[src/rtl/txpacketbuild.sv]
// Reply serializer: emits the EPC Gen2-style reply selected by a one-hot command, one bit
// per bitinclk edge, with serial memory fetch and a trailing CRC-16 where the reply needs it.
module txpacketbuild (
    input  logic        bitinclk,
    input  logic        reset,
    input  logic        txenable,
    input  logic [11:0] txtype,
    input  logic [15:0] currentrn,
    input  logic [15:0] currenthandle,
    input  logic [15:0] pcword,
    input  logic [7:0]  readwords,
    input  logic [15:0] sensdata,
    input  logic        memdatain,
    output logic        memdataclk,
    output logic        txbit,
    output logic        txdone
);

    typedef enum logic [3:0] {
        ST_IDLE,
        ST_HDR,
        ST_PC,
        ST_MEM,
        ST_RN,
        ST_SENS,
        ST_HANDLE,
        ST_CRC,
        ST_DONE
    } state_t;

    state_t      state_q, state_d;
    logic [3:0]  bitcnt_q, bitcnt_d;
    logic [7:0]  wordcnt_q, wordcnt_d;
    logic [15:0] crc_q, crc_d;
    logic [11:0] type_q, type_d;
    logic [7:0]  memwords_q, memwords_d;
    logic        txbit_q, txbit_d;
    logic        txdone_q, txdone_d;
    logic        memdataen_q, memdataen_d;
    logic        memdataengated_q;

    // Type decode: at the start edge the live txtype is used, afterwards the latched copy.
    logic [11:0] typ;
    logic        onehot;
    logic        is_query, is_reqrn, is_ack, is_read, is_write, is_sens;
    state_t      first_field;
    logic [7:0]  start_words;

    always_comb begin
        typ      = (state_q == ST_IDLE) ? txtype : type_q;
        onehot   = (typ != 12'd0) && ((typ & (typ - 12'd1)) == 12'd0);
        is_query = onehot & (typ[0] | typ[2] | typ[3]);
        is_reqrn = onehot & typ[6];
        is_ack   = onehot & typ[1];
        is_read  = onehot & typ[7];
        is_write = onehot & typ[8];
        is_sens  = onehot & typ[11];

        if (is_query || is_reqrn) begin
            first_field = ST_RN;
        end else if (is_ack) begin
            first_field = ST_PC;
        end else if (is_read || is_write || is_sens) begin
            first_field = ST_HDR;
        end else begin
            first_field = ST_DONE;
        end

        if (is_ack) begin
            start_words = {3'b000, pcword[15:11]};
        end else if (is_read) begin
            start_words = readwords;
        end else begin
            start_words = 8'd0;
        end
    end

    // field is the field whose bit goes out on this edge; cur_* are its counters.
    state_t      field;
    logic [3:0]  cur_bitcnt;
    logic [3:0]  bitsel;
    logic [7:0]  cur_wordcnt;
    logic [7:0]  cur_words;
    logic [15:0] cur_crc;
    logic [15:0] crc_step;
    logic        fbit;
    logic        fb;
    logic        last_bit;

    always_comb begin
        field       = state_q;
        cur_bitcnt  = bitcnt_q;
        cur_wordcnt = wordcnt_q;
        cur_words   = memwords_q;
        cur_crc     = crc_q;
        if (state_q == ST_IDLE) begin
            field       = first_field;
            cur_bitcnt  = 4'd0;
            cur_wordcnt = 8'd0;
            cur_words   = start_words;
            cur_crc     = 16'hFFFF;
        end
        bitsel = ~cur_bitcnt;

        case (field)
            ST_PC:     fbit = pcword[bitsel];
            ST_MEM:    fbit = memdatain;
            ST_RN:     fbit = currentrn[bitsel];
            ST_SENS:   fbit = sensdata[bitsel];
            ST_HANDLE: fbit = currenthandle[bitsel];
            ST_CRC:    fbit = ~cur_crc[15];
            default:   fbit = 1'b0;
        endcase

        fb       = cur_crc[15] ^ fbit;
        crc_step = {cur_crc[14:0], 1'b0} ^ (fb ? 16'h1021 : 16'h0000);
        last_bit = (field == ST_HDR) || (cur_bitcnt == 4'hF);
    end

    always_comb begin
        state_d     = state_q;
        bitcnt_d    = bitcnt_q;
        wordcnt_d   = wordcnt_q;
        crc_d       = crc_q;
        type_d      = type_q;
        memwords_d  = memwords_q;
        txbit_d     = txbit_q;
        txdone_d    = txdone_q;
        memdataen_d = memdataen_q;

        if (!txenable) begin
            // Abort or re-arm: everything returns to the idle picture.
            state_d     = ST_IDLE;
            bitcnt_d    = 4'd0;
            wordcnt_d   = 8'd0;
            crc_d       = 16'hFFFF;
            txbit_d     = 1'b0;
            txdone_d    = 1'b0;
            memdataen_d = 1'b0;
        end else if (field == ST_DONE) begin
            // Covers both a finished reply and a type with no reply at all.
            state_d     = ST_DONE;
            type_d      = typ;
            txbit_d     = 1'b0;
            txdone_d    = 1'b1;
            memdataen_d = 1'b0;
        end else begin
            type_d     = typ;
            memwords_d = cur_words;
            txbit_d    = fbit;
            txdone_d   = 1'b0;
            crc_d      = (field == ST_CRC) ? {cur_crc[14:0], 1'b0} : crc_step;
            bitcnt_d   = last_bit ? 4'd0 : cur_bitcnt + 4'd1;
            wordcnt_d  = cur_wordcnt;
            state_d    = field;

            if (last_bit) begin
                case (field)
                    ST_HDR: begin
                        if (is_read) begin
                            state_d = (cur_words == 8'd0) ? ST_HANDLE : ST_MEM;
                        end else if (is_write) begin
                            state_d = ST_HANDLE;
                        end else begin
                            state_d = ST_SENS;
                        end
                    end
                    ST_PC:     state_d = (cur_words == 8'd0) ? ST_CRC : ST_MEM;
                    ST_MEM: begin
                        if (cur_wordcnt + 8'd1 == cur_words) begin
                            wordcnt_d = 8'd0;
                            state_d   = is_ack ? ST_CRC : ST_HANDLE;
                        end else begin
                            wordcnt_d = cur_wordcnt + 8'd1;
                            state_d   = ST_MEM;
                        end
                    end
                    ST_RN:     state_d = is_reqrn ? ST_CRC : ST_DONE;
                    ST_SENS:   state_d = ST_HANDLE;
                    ST_HANDLE: state_d = ST_CRC;
                    default:   state_d = ST_DONE;
                endcase
            end

            // Enable runs one edge ahead of the edges that consume memory bits.
            memdataen_d = (state_d == ST_MEM);
        end
    end

    always_ff @(posedge bitinclk or posedge reset) begin
        if (reset) begin
            state_q     <= ST_IDLE;
            bitcnt_q    <= 4'd0;
            wordcnt_q   <= 8'd0;
            crc_q       <= 16'hFFFF;
            type_q      <= 12'd0;
            memwords_q  <= 8'd0;
            txbit_q     <= 1'b0;
            txdone_q    <= 1'b0;
            memdataen_q <= 1'b0;
        end else begin
            state_q     <= state_d;
            bitcnt_q    <= bitcnt_d;
            wordcnt_q   <= wordcnt_d;
            crc_q       <= crc_d;
            type_q      <= type_d;
            memwords_q  <= memwords_d;
            txbit_q     <= txbit_d;
            txdone_q    <= txdone_d;
            memdataen_q <= memdataen_d;
        end
    end

    // Gate updates while bitinclk is low, so the AND below cannot glitch.
    always_ff @(negedge bitinclk or posedge reset) begin
        if (reset) begin
            memdataengated_q <= 1'b0;
        end else begin
            memdataengated_q <= memdataen_q;
        end
    end

    assign memdataclk = bitinclk & memdataengated_q;
    assign txbit      = txbit_q;
    assign txdone     = txdone_q;

endmodule

[config.mk]
export PLATFORM = sky130hd
export DESIGN_NAME = txpacketbuild
export DESIGN_NICKNAME = d
export VERILOG_FILES = /design/src/rtl/txpacketbuild.sv
export SDC_FILE = /design/constraint.sdc
export NUM_CORES = 1
export LEC_CHECK = 0
export ABC_AREA = 1
export CORE_MARGIN = 5
export CORE_UTILIZATION = 53
export CTS_CLUSTER_DIAMETER = 120
export DETAILED_ROUTE_END_ITERATION = 7
export PLACE_DENSITY = 0.81
export REMOVE_ABC_BUFFERS = 1
export SLEW_MARGIN = 5
export SYNTH_ARGS = -nofsm -noshare
export SYNTH_HDL_FRONTEND = slang
export SYNTH_SLANG_ARGS = --single-unit
[constraint.sdc]
create_clock -name bitinclk -period 3.2 [get_ports bitinclk]
set_input_delay 0.64 -clock bitinclk [delete_from_list [all_inputs] [get_ports bitinclk]]
set_output_delay 0.64 -clock bitinclk [all_outputs]
set_load 0.05 [all_outputs]
=== After elaboration in Yosys (flattened, before gate mapping) ===
Index checks and enable logic that the tools add are counted.

* Register bits: 56
* Input port bits: 88
* Output and inout port bits: 3

* Add/subtract/negate cells: 3
* $lt $le $gt $ge: 1
* Equal/unequal tests: 12
* Mux-type cells: 51
* Bitwise gates (word level): 15
* Reduce and logical (&&, ||, !) cells: 10

{| class="wikitable"
|+ Operators by type and width
! cell !! count
|-
| $mux 8 || 9
|-
| $mux 16 || 4
|-
| $mux 4 || 14
|-
| $pmux 4 s6 || 1
|-
| $bmux 1 s4 || 4
|-
| $eq 4x3->1 const B || 4
|-
| $xor 16x13->16 || 1
|-
| $mux 13 || 1
|-
| $and 12x12->12 || 1
|-
| $eq 4x2->1 const B || 3
|-
| $logic_not 12->1 || 1
|-
| $mux 12 || 1
|-
| $mux 3 || 4
|-
| $reduce_bool 12->1 || 1
|-
| $sub 12x1->12 const B || 1
|-
| $mux 1 || 11
|-
| $add 8x1->8 const B || 1
|-
| $eq 4x4->1 const B || 2
|-
| $eq 8x8->1 || 1
|-
| $logic_not 8->1 || 1
|-
| $and 1x1->1 || 7
|-
| $pmux 1 s6 || 1
|-
| $lt 4x5->1 const B || 1
|-
| $add 4x1->4 const B || 1
|-
| other kinds (11) || 16
|}

=== Depth between registers and ports, before layout ===
* Word-level depth: 21
* Depth in mapped cells: 27
* Gate-level depth less buffers: 26

==> impl_metrics.toml <==
[floorplan]
die-area_um2 = 10800
die_h_um = 104
row_count = 34
io_pins = 91
coreArea_um2 = 8640
die_w_um = 104
initial_core_util_pct = 54.0

[route]
ant_nets = 0
finalWirelength_mm = 15.0
vias_per_cell = 5.66
vias = 5367
drtPass1Iterations = 5
wl_per_cell_um = 15.8
dr.first_iter.drc_count = 457
drc_errors = 0

[grt]
antenna_found_initial = 0
grt_pass1_wl_mm = 23.2
grt_pass1_vias = 4942
gr-total-overflow = 0
grt_max_degree = 56
grt_usage_pct = 25.6

[finish]
n_antenna_cell = 0
final_cell_area_um2 = 6550
final_cell_mix = "nand2_1, clkdlybuf4s50_1, inv_1, buf_4, nand3_1"
fin_cells = 948
num-nets-final = 929
final_util_pct = 75.9
fillCellCount = 606
drive_above_1_share_pct = 26.9
area_growth_pct = 40.6
final_common_cell = "nand2_1"

[yosys]
synthMuxAreaShare_pct = 0
syn_inst = 697
synth_xor_area_share_pct = 0.564
synth-simple-area-share_pct = 41.8
synth_top_area_share_pct = 20.9
synthAdderAreaFrac_pct = 0.537
synth-compound-area-share_pct = 16.3
synth_warnings = 0
ys_types = 45
yosysTopAreaCell = "dfrtp_1"
synthesis.area_um2 = 4660
syn_area_per_cell_um2 = 6.69
ys_seq_elements = 56
synth_top_family_by_area = "simple AND/OR/NAND/NOR gates"
synth_area_leaders = "dfrtp_1, nand2_1, dfstp_2"
ys_seq_area_share_pct = 30.5

[clock_tree]
clkTransAtPathRegs_ns = 0.11
clk_latency_ns = 0.44
holdBufCountCts = 0
cts_tree = "built"

[setup_path]
worstSetupPathType = "reg -> out"
worstPathArrival_ns = 2.71
end_kind = "primary output"
critical_path_required_ns = 2.56
cp_max_fo = 1
cp-start-kind = "flip-flop"

[timing]
worst_slew_margin_rel_pct = 52.5
slew_violations = 0
finClkSkew_ns = 0.00800
setup_viol = 13
worstMarginPinSlew_ns = 0.712
fin_ws_ns = -0.152
hold_violations = 0
rsz0062_at_grt = "true"

[status]
violations = "negative setup slack"
status = "complete, but fails checks"

[place]
dp_cells = 916
gp_congestion = 0.924
dp_hpwl_mm = 10.3
portBuffers = 90
place_area_um2 = 5960

[power_and_ir_drop]
finalPower_mw = 5.38
p_leak_nw = 3.09
power.density_nw_per_um2 = 821
peakVddDrop_mv = 0.530

[worst_hold_path]
worstHoldPathType = "reg -> reg"

[flow_run]
maxCapViolations = 0
path summary, 6_finish.rpt:
check	to	slack, ns	depth (start not counted)	startpoint
worst min-delay path	crc_q[7]	0.48	2	crc_q[7]
max in group asynchronous	memdataengated_q	1.17	2	reset
worst min register to register	crc_q[7]	0.48	2	crc_q[7]
worst max register to register	state_q[0]	-0.09	25	state_q[3]
min in group asynchronous	wordcnt_q[1]	0.82	3	reset
worst max-delay path	memdataclk	-0.15	3	memdataengated_q
cells by family after synthesis:
| logic type | Yosys count |
|---|---|
| AOI/OAI and AO/OA | 115 |
| xor gates and xnor gates | 3 |
| adders and majority gates | 2 |
| buffers and inverters | 118 |
| DFF | 56 |
| and+or+nand+nor | 403 |
area by class of cell:
class	instances	area [µm²]	share of cell area, %
timing repair buffer	157	1490	22.7
clock inverter	4	31.3	0.477
inverter	90	348	5.31
tap	108	135	2.06
sequential	56	1420	21.7
clock buffer	9	121	1.85
multi-input combinational	524	3010	45.9
repair_timing:
item	CTS	global route
cloned	0	3
pin swaps	0	38
resized for setup	7	79
buffers inserted	0	18
setup endpoints to repair	2	31
Yosys cell counts (all sizes together):
cell,n
a32oi,18
nand3,61
nor3b,1
nand2,258
buf,15
o22ai,8
o21bai,2
a31oi,4
clkbuf,12
o21ai,43
a32o,7
nor3,3
o21a,1
a21oi,28
dfrtp,39
ha,2
a21boi,1
inv,90
xnor2,1
o211ai,2
xor2,2
a22oi,1
nand3b,8
nand4,8
nor2,60
clkinv,1
dfrtn,1
or2,4
dfstp,16
power breakdown:
part	leakage [nW]	internal, mW	switching, mW	total (mW)
combinational	2.31	1.52	2.31	3.84
clock	0.0846	0.244	0.292	0.536
sequential	0.695	0.894	0.112	1.01
worst max-delay path, cell delays in order, from the launching register on:
cell	delay (ns)
dfrtn_1	0.40
nand2_1	0.06
inv_1	0.07
buf_6	0.15
per-stage QoR:
step	hold WS, ns	setup WS [ns]	TNS [ns]
after global placement	0.459	-0.266	-1.55
after floorplan	0.446	-0.284	-0.548
final	0.482	-0.152	-1.05
after CTS	0.485	-0.153	-0.153
after detailed placement	0.467	-0.279	-3.54
after global routing	0.492	-0.293	-4.28
flip-flops by register name (all words and copies together) (netlist names), 4 cells and up:
signal,cells
crc_q,16
type_q,12
memwords_q,8
wordcnt_q,8
bitcnt_q,4
state_q,4
metal layers:
metal  vias up  GRT usage (%)  share of wire, %
met1      2540           33.8                43
met4         0           9.62               1.9
met3        31           5.53               7.3
met5         -              0                 0
met2       241           41.1                48
li1       2555              -                 -
(Power assumes the default switching activity.)
